[src/rtl/acos_rr_scheduler.sv]
// acos_rr_scheduler: round-robin arbiter that shares one acos engine among
// N_REQ requesters. One transaction is in flight at a time:
// IDLE -> ISSUE -> WAIT -> RESP -> IDLE.
// Optional feature macro: ACOS_SCHED_WDOG_EN. When it is defined, a watchdog
// aborts a WAIT that lasts TIMEOUT cycles and returns rsp_err=1 with theta=0.
module acos_rr_scheduler #(
    parameter int N_REQ   = 4,
    parameter int ID_W    = 2,
    parameter int TIMEOUT = 15
) (
    input  logic                  clk,
    input  logic                  rst,
    input  logic [N_REQ-1:0]      req_valid,
    input  logic [32*N_REQ-1:0]   req_x,
    output logic [N_REQ-1:0]      req_ready,
    output logic                  rsp_valid,
    input  logic                  rsp_ready,
    output logic [ID_W-1:0]       rsp_id,
    output logic [31:0]           rsp_theta,
    output logic                  rsp_err,
    output logic                  eng_start,
    output logic [31:0]           eng_x,
    input  logic [31:0]           eng_theta,
    input  logic                  eng_valid,
    input  logic                  eng_busy
);

    typedef enum logic [1:0] {
        IDLE  = 2'd0,
        ISSUE = 2'd1,
        WAIT  = 2'd2,
        RESP  = 2'd3
    } state_t;

    state_t            state_r;
    state_t            state_nxt_s;

    logic [N_REQ-1:0]  req_ready_r;
    logic              rsp_valid_r;
    logic [ID_W-1:0]   rsp_id_r;
    logic [31:0]       rsp_theta_r;
    logic              rsp_err_r;
    logic              eng_start_r;
    logic [31:0]       eng_x_r;
    logic [ID_W-1:0]   id_r;
    logic [ID_W-1:0]   rr_ptr_r;

    logic [ID_W-1:0]   cand_s;
    logic [ID_W-1:0]   grant_idx_s;
    logic              grant_found_s;
    logic              do_grant_s;
    logic              do_capture_s;
    logic              do_abort_s;
    logic              do_release_s;
    logic              wdog_expired_s;

`ifdef ACOS_SCHED_WDOG_EN
    localparam int CNT_W = $clog2(TIMEOUT + 1);
    logic [CNT_W-1:0]  wdog_cnt_r;

    // Watchdog fires on the TIMEOUT-th consecutive WAIT cycle without a result.
    always_comb begin
        wdog_expired_s = 1'b0;
        if (wdog_cnt_r >= CNT_W'(TIMEOUT - 1)) begin
            wdog_expired_s = 1'b1;
        end else begin
            wdog_expired_s = 1'b0;
        end
    end

    // Watchdog counter: cleared while entering WAIT, counts every WAIT cycle.
    always_ff @(posedge clk or posedge rst) begin
        if (rst) begin
            wdog_cnt_r <= '0;
        end else if (state_r == ISSUE) begin
            wdog_cnt_r <= '0;
        end else if (state_r == WAIT) begin
            wdog_cnt_r <= wdog_cnt_r + CNT_W'(1);
        end
    end
`else
    // Without the watchdog WAIT only ends on an engine result.
    always_comb begin
        wdog_expired_s = 1'b0;
    end
`endif

    // Rotating priority search: the lowest offset after rr_ptr wins, so the
    // loop runs from the farthest candidate down and the nearest one overwrites.
    always_comb begin
        grant_found_s = 1'b0;
        grant_idx_s   = '0;
        cand_s        = '0;
        for (int k = N_REQ; k >= 1; k--) begin
            cand_s = ID_W'((int'(rr_ptr_r) + k) % N_REQ);
            if (req_valid[cand_s]) begin
                grant_found_s = 1'b1;
                grant_idx_s   = cand_s;
            end else begin
                grant_found_s = grant_found_s;
            end
        end
    end

    // Next-state logic and single-cycle action strobes for the datapath.
    always_comb begin
        state_nxt_s  = state_r;
        do_grant_s   = 1'b0;
        do_capture_s = 1'b0;
        do_abort_s   = 1'b0;
        do_release_s = 1'b0;
        case (state_r)
            IDLE: begin
                if (grant_found_s && !eng_busy) begin
                    do_grant_s  = 1'b1;
                    state_nxt_s = ISSUE;
                end else begin
                    state_nxt_s = IDLE;
                end
            end
            ISSUE: begin
                state_nxt_s = WAIT;
            end
            WAIT: begin
                if (eng_valid) begin
                    do_capture_s = 1'b1;
                    state_nxt_s  = RESP;
                end else if (wdog_expired_s) begin
                    do_abort_s  = 1'b1;
                    state_nxt_s = RESP;
                end else begin
                    state_nxt_s = WAIT;
                end
            end
            RESP: begin
                if (rsp_ready) begin
                    do_release_s = 1'b1;
                    state_nxt_s  = IDLE;
                end else begin
                    state_nxt_s = RESP;
                end
            end
            default: begin
                state_nxt_s = IDLE;
            end
        endcase
    end

    // State register.
    always_ff @(posedge clk or posedge rst) begin
        if (rst) begin
            state_r <= IDLE;
        end else begin
            state_r <= state_nxt_s;
        end
    end

    // Datapath: grant/issue registers, round-robin pointer and response hold.
    always_ff @(posedge clk or posedge rst) begin
        if (rst) begin
            req_ready_r <= '0;
            eng_start_r <= 1'b0;
            eng_x_r     <= 32'h0000_0000;
            id_r        <= '0;
            rr_ptr_r    <= ID_W'(N_REQ - 1);
            rsp_valid_r <= 1'b0;
            rsp_id_r    <= '0;
            rsp_theta_r <= 32'h0000_0000;
            rsp_err_r   <= 1'b0;
        end else begin
            // Both pulses are high exactly during the ISSUE cycle.
            req_ready_r <= do_grant_s ? (N_REQ'(1'b1) << grant_idx_s) : '0;
            eng_start_r <= do_grant_s;
            if (do_grant_s) begin
                id_r    <= grant_idx_s;
                eng_x_r <= req_x[{grant_idx_s, 5'b00000} +: 32];
            end
            if (state_r == ISSUE) begin
                rr_ptr_r <= id_r;
            end
            if (do_capture_s) begin
                rsp_valid_r <= 1'b1;
                rsp_id_r    <= id_r;
                rsp_theta_r <= eng_theta;
                rsp_err_r   <= 1'b0;
            end else if (do_abort_s) begin
                rsp_valid_r <= 1'b1;
                rsp_id_r    <= id_r;
                rsp_theta_r <= 32'h0000_0000;
                rsp_err_r   <= 1'b1;
            end else if (do_release_s) begin
                rsp_valid_r <= 1'b0;
            end
        end
    end

    assign req_ready = req_ready_r;
    assign rsp_valid = rsp_valid_r;
    assign rsp_id    = rsp_id_r;
    assign rsp_theta = rsp_theta_r;
    assign rsp_err   = rsp_err_r;
    assign eng_start = eng_start_r;
    assign eng_x     = eng_x_r;

endmodule

[config.mk]
export PLATFORM = sky130hd
export DESIGN_NAME = acos_rr_scheduler
export DESIGN_NICKNAME = d
export VERILOG_FILES = /design/src/rtl/acos_rr_scheduler.sv
export SDC_FILE = /design/constraint.sdc
export NUM_CORES = 1
export LEC_CHECK = 0
export CORE_ASPECT_RATIO = 0.5
export CORE_MARGIN = 2
export CORE_UTILIZATION = 38
export DETAILED_ROUTE_END_ITERATION = 8
export PLACE_DENSITY = 0.81
export SYNTH_ARGS = -nofsm -noshare
export SYNTH_HDL_FRONTEND = slang
export SYNTH_SLANG_ARGS = --single-unit
[constraint.sdc]
create_clock -name clk -period 3.05 [get_ports clk]
set_input_delay 0.305 -clock clk [delete_from_list [all_inputs] [get_ports clk]]
set_output_delay 0.305 -clock clk [all_outputs]
set_load 0.05 [all_outputs]
After elaboration in Yosys (flattened, before gate mapping)
Index checks and enable logic that the tools add are counted.
{"block": "totals", "regBits": 79, "inputBits": 169, "output_inout_bits": 73, "wordCells": 59}
{"block": "op_classes", "addsub": 4, "n_lt_le_gt_ge": 4, "n_eq_ne": 3, "n_shift": 2, "mux": 32, "reduce_logical": 4}
{"op": "variable part select 128 x 8 -> 32 bit", "n": 1}
{"op": "2-to-1 mux 32 bit", "n": 1}
{"op": "2-to-1 mux 1 bit", "n": 19}
{"op": "< comparator 2 x 3 -> 1 bit (second input constant)", "n": 4}
{"op": "2-to-1 mux 2 bit", "n": 6}
{"op": "binary-select mux 1 bit (select 2 bit)", "n": 4}
{"op": "case mux 2 bit (4 select lines)", "n": 1}
{"op": "adder 2 x 1 -> 2 bit (second input constant)", "n": 2}
{"op": "adder 2 bit (second input constant)", "n": 2}
{"op": "== test 2 bit (second input constant)", "n": 2}
{"op": "2-to-1 mux 4 bit", "n": 1}
{"op": "left shift 1 x 2 -> 4 bit (first input constant)", "n": 1}
{"op": "== test 2 x 1 -> 1 bit (second input constant)", "n": 1}
{"op": "zero test 2 bit", "n": 1}
{"op": "nonzero test 2 bit", "n": 1}
{"op": "logical AND 1 bit", "n": 1}
{"op": "zero test 1 bit", "n": 1}

Logic depth before layout (Yosys ltp)
{"block": "logic_depth", "word_depth": 11, "mapped_depth": 7, "mapped_depth_nobuf": 5}

Worst setup path before layout
Ideal clock, no wire load.
{"block": "synth_path", "kind": "reg-to-reg", "from": "reg rr_ptr_r[1]", "to": "reg eng_x_r[10] (netlist: eng_x[10])", "setup_ns": 0.135, "t_arrival_ns": 1.752, "t_required_ns": 2.915, "setup_slack_ns": 1.163, "stages_incl_launch_ff": 8, "path_buffers": 2, "period_less_slack_ns": 1.887, "path_cell_list": "dfstp_2 -> mux2i_1 -> o21ai_2 -> a21o_4 -> buf_12 -> buf_2 -> a221oi_1 -> a211oi_2"}
{"block": "synth_via", "elab_chain_len": 10, "elab_cells_between_ends": 24, "cone_classes": "4 x add/sub; 1 x shift; 18 x mux; 1 x reduce/logical"}
{"element": "start: declaration", "line": "46", "rtl": "logic [ID_W-1:0] rr_ptr_r;"}
{"element": "start signal: assignment", "line": "165", "rtl": "rr_ptr_r <= ID_W'(N_REQ - 1);"}
{"element": "start signal: assignment", "line": "179", "rtl": "rr_ptr_r <= id_r;"}
{"element": "branches (longest 10 deep; another with adder 2 x 1 -> 2 bit)"}
{"element": "end signal: assignment", "line": "176", "rtl": "eng_x_r <= req_x[{grant_idx_s, 5'b00000} +: 32];"}
{"element": "end: declaration", "line": "44", "rtl": "logic [31:0] eng_x_r;"}
Several ways; the timed one is not identified. The select of a mux whose other input is x is not followed.
A chain may end at the register's enable or synchronous reset.

Final worst setup path
{"block": "layout_path", "from": "in req_valid[2]", "to": "reg eng_x_r[0] (netlist: eng_x[0])"}
{"block": "layout_via", "elab_chain_len": 9, "elab_cells_between_ends": 20, "cone_classes": "1 x shift; 18 x mux; 1 x reduce/logical"}
{"element": "start: declaration", "line": "13", "rtl": "input logic [N_REQ-1:0] req_valid,"}
{"element": "branches (longest 9 deep; another with variable part select 128 x 8 -> 32 bit)"}
Several ways; the timed one is not identified. The select of a mux whose other input is x is not followed.

==> flow_summary.ini <==
[logic_synthesis]
synthTopCellsByArea = dfrtp_1 47%, mux2_2 9.5%, mux2i_1 8.4%
synth_top_area_share_pct = 47.1
yosys.area.top_type = dfrtp_1
async_flop_share_pct = 100
ys_types = 35
synth.most_common_cell = dfrtp_1
syn_nets = 520
yosysWarnings = 0
synth-seq-cells = 78
synth_common_cells = 76 x dfrtp_1, 35 x nor2_1, 34 x mux2_2, 34 x mux2i_1
synth-edff-count = 0
avgSynthCellArea_um2 = 11.5
ys_seq_area_share_pct = 48.4
synthesis.area_um2 = 4040
synthCells = 351
ys.flop_type = dfrtp_1

[min_path]
min_path_type = input port to asynchronous set/reset pin

[grt]
grt_first_pass_wirelength_mm = 20.7
grt_max_degree = 47
grt_use_total_pct = 23.0
grt_pass1_vias = 3728
antenna_found_initial = 0
gr-total-overflow = 0

[floorplanning]
io_pins = 242
fp.dieH_um = 76.9
die-area_um2 = 11500
initial_core_util_pct = 39.3
rows = 26
coreArea_um2 = 10300
die_w_um = 150

[cts]
cts_resized = 0
cts_tree = yes
h-tree-depth = 3
insertion_delay_ns = 0.33
clockRootBuffer = clkbuf_16
clock_sinks = 78
postCtsHoldBufs = 0
cts_setup_buffers = 0
clock_path_buffers = 2
path_clk_slew_ns = 0.06
numCtsBuffers = 9

[timing]
grt_setup_unrepaired = no
setup_tns_ns = 0
final_hold_viol_count = 0
fin_hold_ws_ns = 0.363
worstMarginPinSlew_ns = 0.645
skew_ns = 0.00598
finalSetupViolations = 0
maxSlewViolCount = 0
relSlewSlack_pct = 56.6
min_period_ns = 2.23
finalCritPeriodShare_pct = 73.1
fmax_mhz = 449

[route]
vias = 3733
viasPerCell = 5.15
totalWireLength_mm = 13.2
dr_wl_met3_um = 718
drc = 0
drtIter0Drc = 238
wl_met2_mm = 6.65
drt_pass1_iterations = 4
post_drt_wl_per_cell_um = 18.1
top_layer_used = met4
wl_met1_mm = 5.55
drtAntennaViolNets = 0

[critical_path]
critPathLaunchType = input port
crit_path_end_kind = flop
crit_fanout = 33
crit_required_ns = 3.27
crit_type = input port to flop
ff2ff_path_depth = 6
cp.arrival_ns = 2.45

[finish]
nFillCells = 795
multi_input_area_um2 = 1860
utilization_pct = 66.5
area_growth_pct = 69.3
seq_area_um2 = 1950
drive_above_1_share_pct = 13.8
nNetsFinal = 749
diodes = 0

[power_and_ir_drop]
ir_drop_mv = 0.383
powerDensity_nw_per_um2 = 1040
leakage_nw = 2.87

[placed_design]
place_congestion = 0.857
port_buffers = 240
hpwl_mm = 9.58

[status]
run_status = finished, final reports clean

[flow_run]
maxCapViolCount = 0
-- layer usage --
layer / up-vias / track usage, %
li1: 1775 / -
met1: 1804 / 29.7
met3: 18 / 5.42
met4: 0 / 6.23
met5: - / 0
met2: 136 / 38.7
-- flip-flops by register name, indices dropped and copies added (netlist names) --
| register | flops |
|---|---|
| eng_start | 1 |
| eng_x | 32 |
| id_r | 2 |
| req_ready | 4 |
| rr_ptr_r | 2 |
| rsp_id | 2 |
| rsp_theta | 32 |
| rsp_valid | 1 |
| state_r | 2 |
-- cells by family after synthesis --
family | Yosys count | synth area share, %
AND/OR/NAND/NOR | 87 | 11.1
multiplexers | 68 | 17.9
flip-flops | 78 | 48.4
AO/OA/AOI/OAI | 78 | 16.8
other | 1 | 0.0928
buffers and inverters | 39 | 5.73
-- stage by stage --
stage / cells / instance area, um2 / total power [W] / worst slack (ns)
2_1_floorplan: 351 / 4040 / 0.00468 / 0.753
3_3_place_gp: 709 / 6540 / 0.00602 / 0.613
3_5_place_dp: 709 / 6540 / 0.00608 / 0.554
4_1_cts: 725 / 6840 / 0.00718 / 0.859
5_1_grt: 725 / 6840 / 0.00747 / 0.658
6_report: 725 / 6840 / 0.00714 / 0.820
-- worst paths after layout --
kind | from | endpoint | slack [ns]
setup / recovery | req_valid[2] | eng_x[0]$_DFFE_PP0P_ | 0.82
hold / removal | rst | eng_x[11]$_DFFE_PP0P_ | 0.36
setup reg to reg | rr_ptr_r[1]$_DFFE_PP1N_ | eng_x[3]$_DFFE_PP0P_ | 0.84
hold reg to reg | rsp_theta[16]$_DFFE_PP0P_ | rsp_theta[16]$_DFFE_PP0P_ | 0.50
max in group asynchronous | rst | rr_ptr_r[0]$_DFFE_PP1N_ | 1.99
min in group clk | rsp_theta[16]$_DFFE_PP0P_ | rsp_theta[16]$_DFFE_PP0P_ | 0.50
-- area by class of cell --
type                            instances  share of cell area, %
Sequential cell                        78                   28.6
Clock buffer                            9                   3.29
Inverter                                6                  0.348
Clock inverter                          7                   1.08
Timing Repair Buffer                  251                   36.9
Multi-Input combinational cell        234                   27.2
Tap cell                              140                   2.56
-- power breakdown --
group | switching [W] | total (W) | internal (W) | leakage [nW]
logic | 0.00260 | 0.00422 | 0.00163 | 1.82
clock network | 0.000444 | 0.00108 | 0.000637 | 0.146
registers | 0.000291 | 0.00183 | 0.00154 | 0.902
total | 0.00333 | 0.00714 | 0.00381 | 2.87
-- worst max-delay path: stages --
cell	delay [ns]
clkdlybuf4s50_1	0.51
nor4_1	0.59
nor4_4	0.13
nand3_1	0.15
buf_4	0.37
inv_1	0.08
a221oi_1	0.29
-- placed cells by master (no fill, tap or decap), types with 2 or more instances in the layout --
cell and count:
a211oi_1 19, a211oi_2 12, a21oi_1 3, a221oi_1 32
and2_1 3, and3_1 32, buf_12 3, buf_4 8
clkbuf_16 9, clkdlybuf4s50_1 240, clkinv_2 3, clkinv_4 2
dfrtp_1 76, dfstp_2 2, inv_1 5, mux2_2 34
mux2i_1 34, nand2_1 7, nand3_1 2, nor2_1 35
o21ai_0 5
No activity file was read; power rests on OpenSTA's default activity.
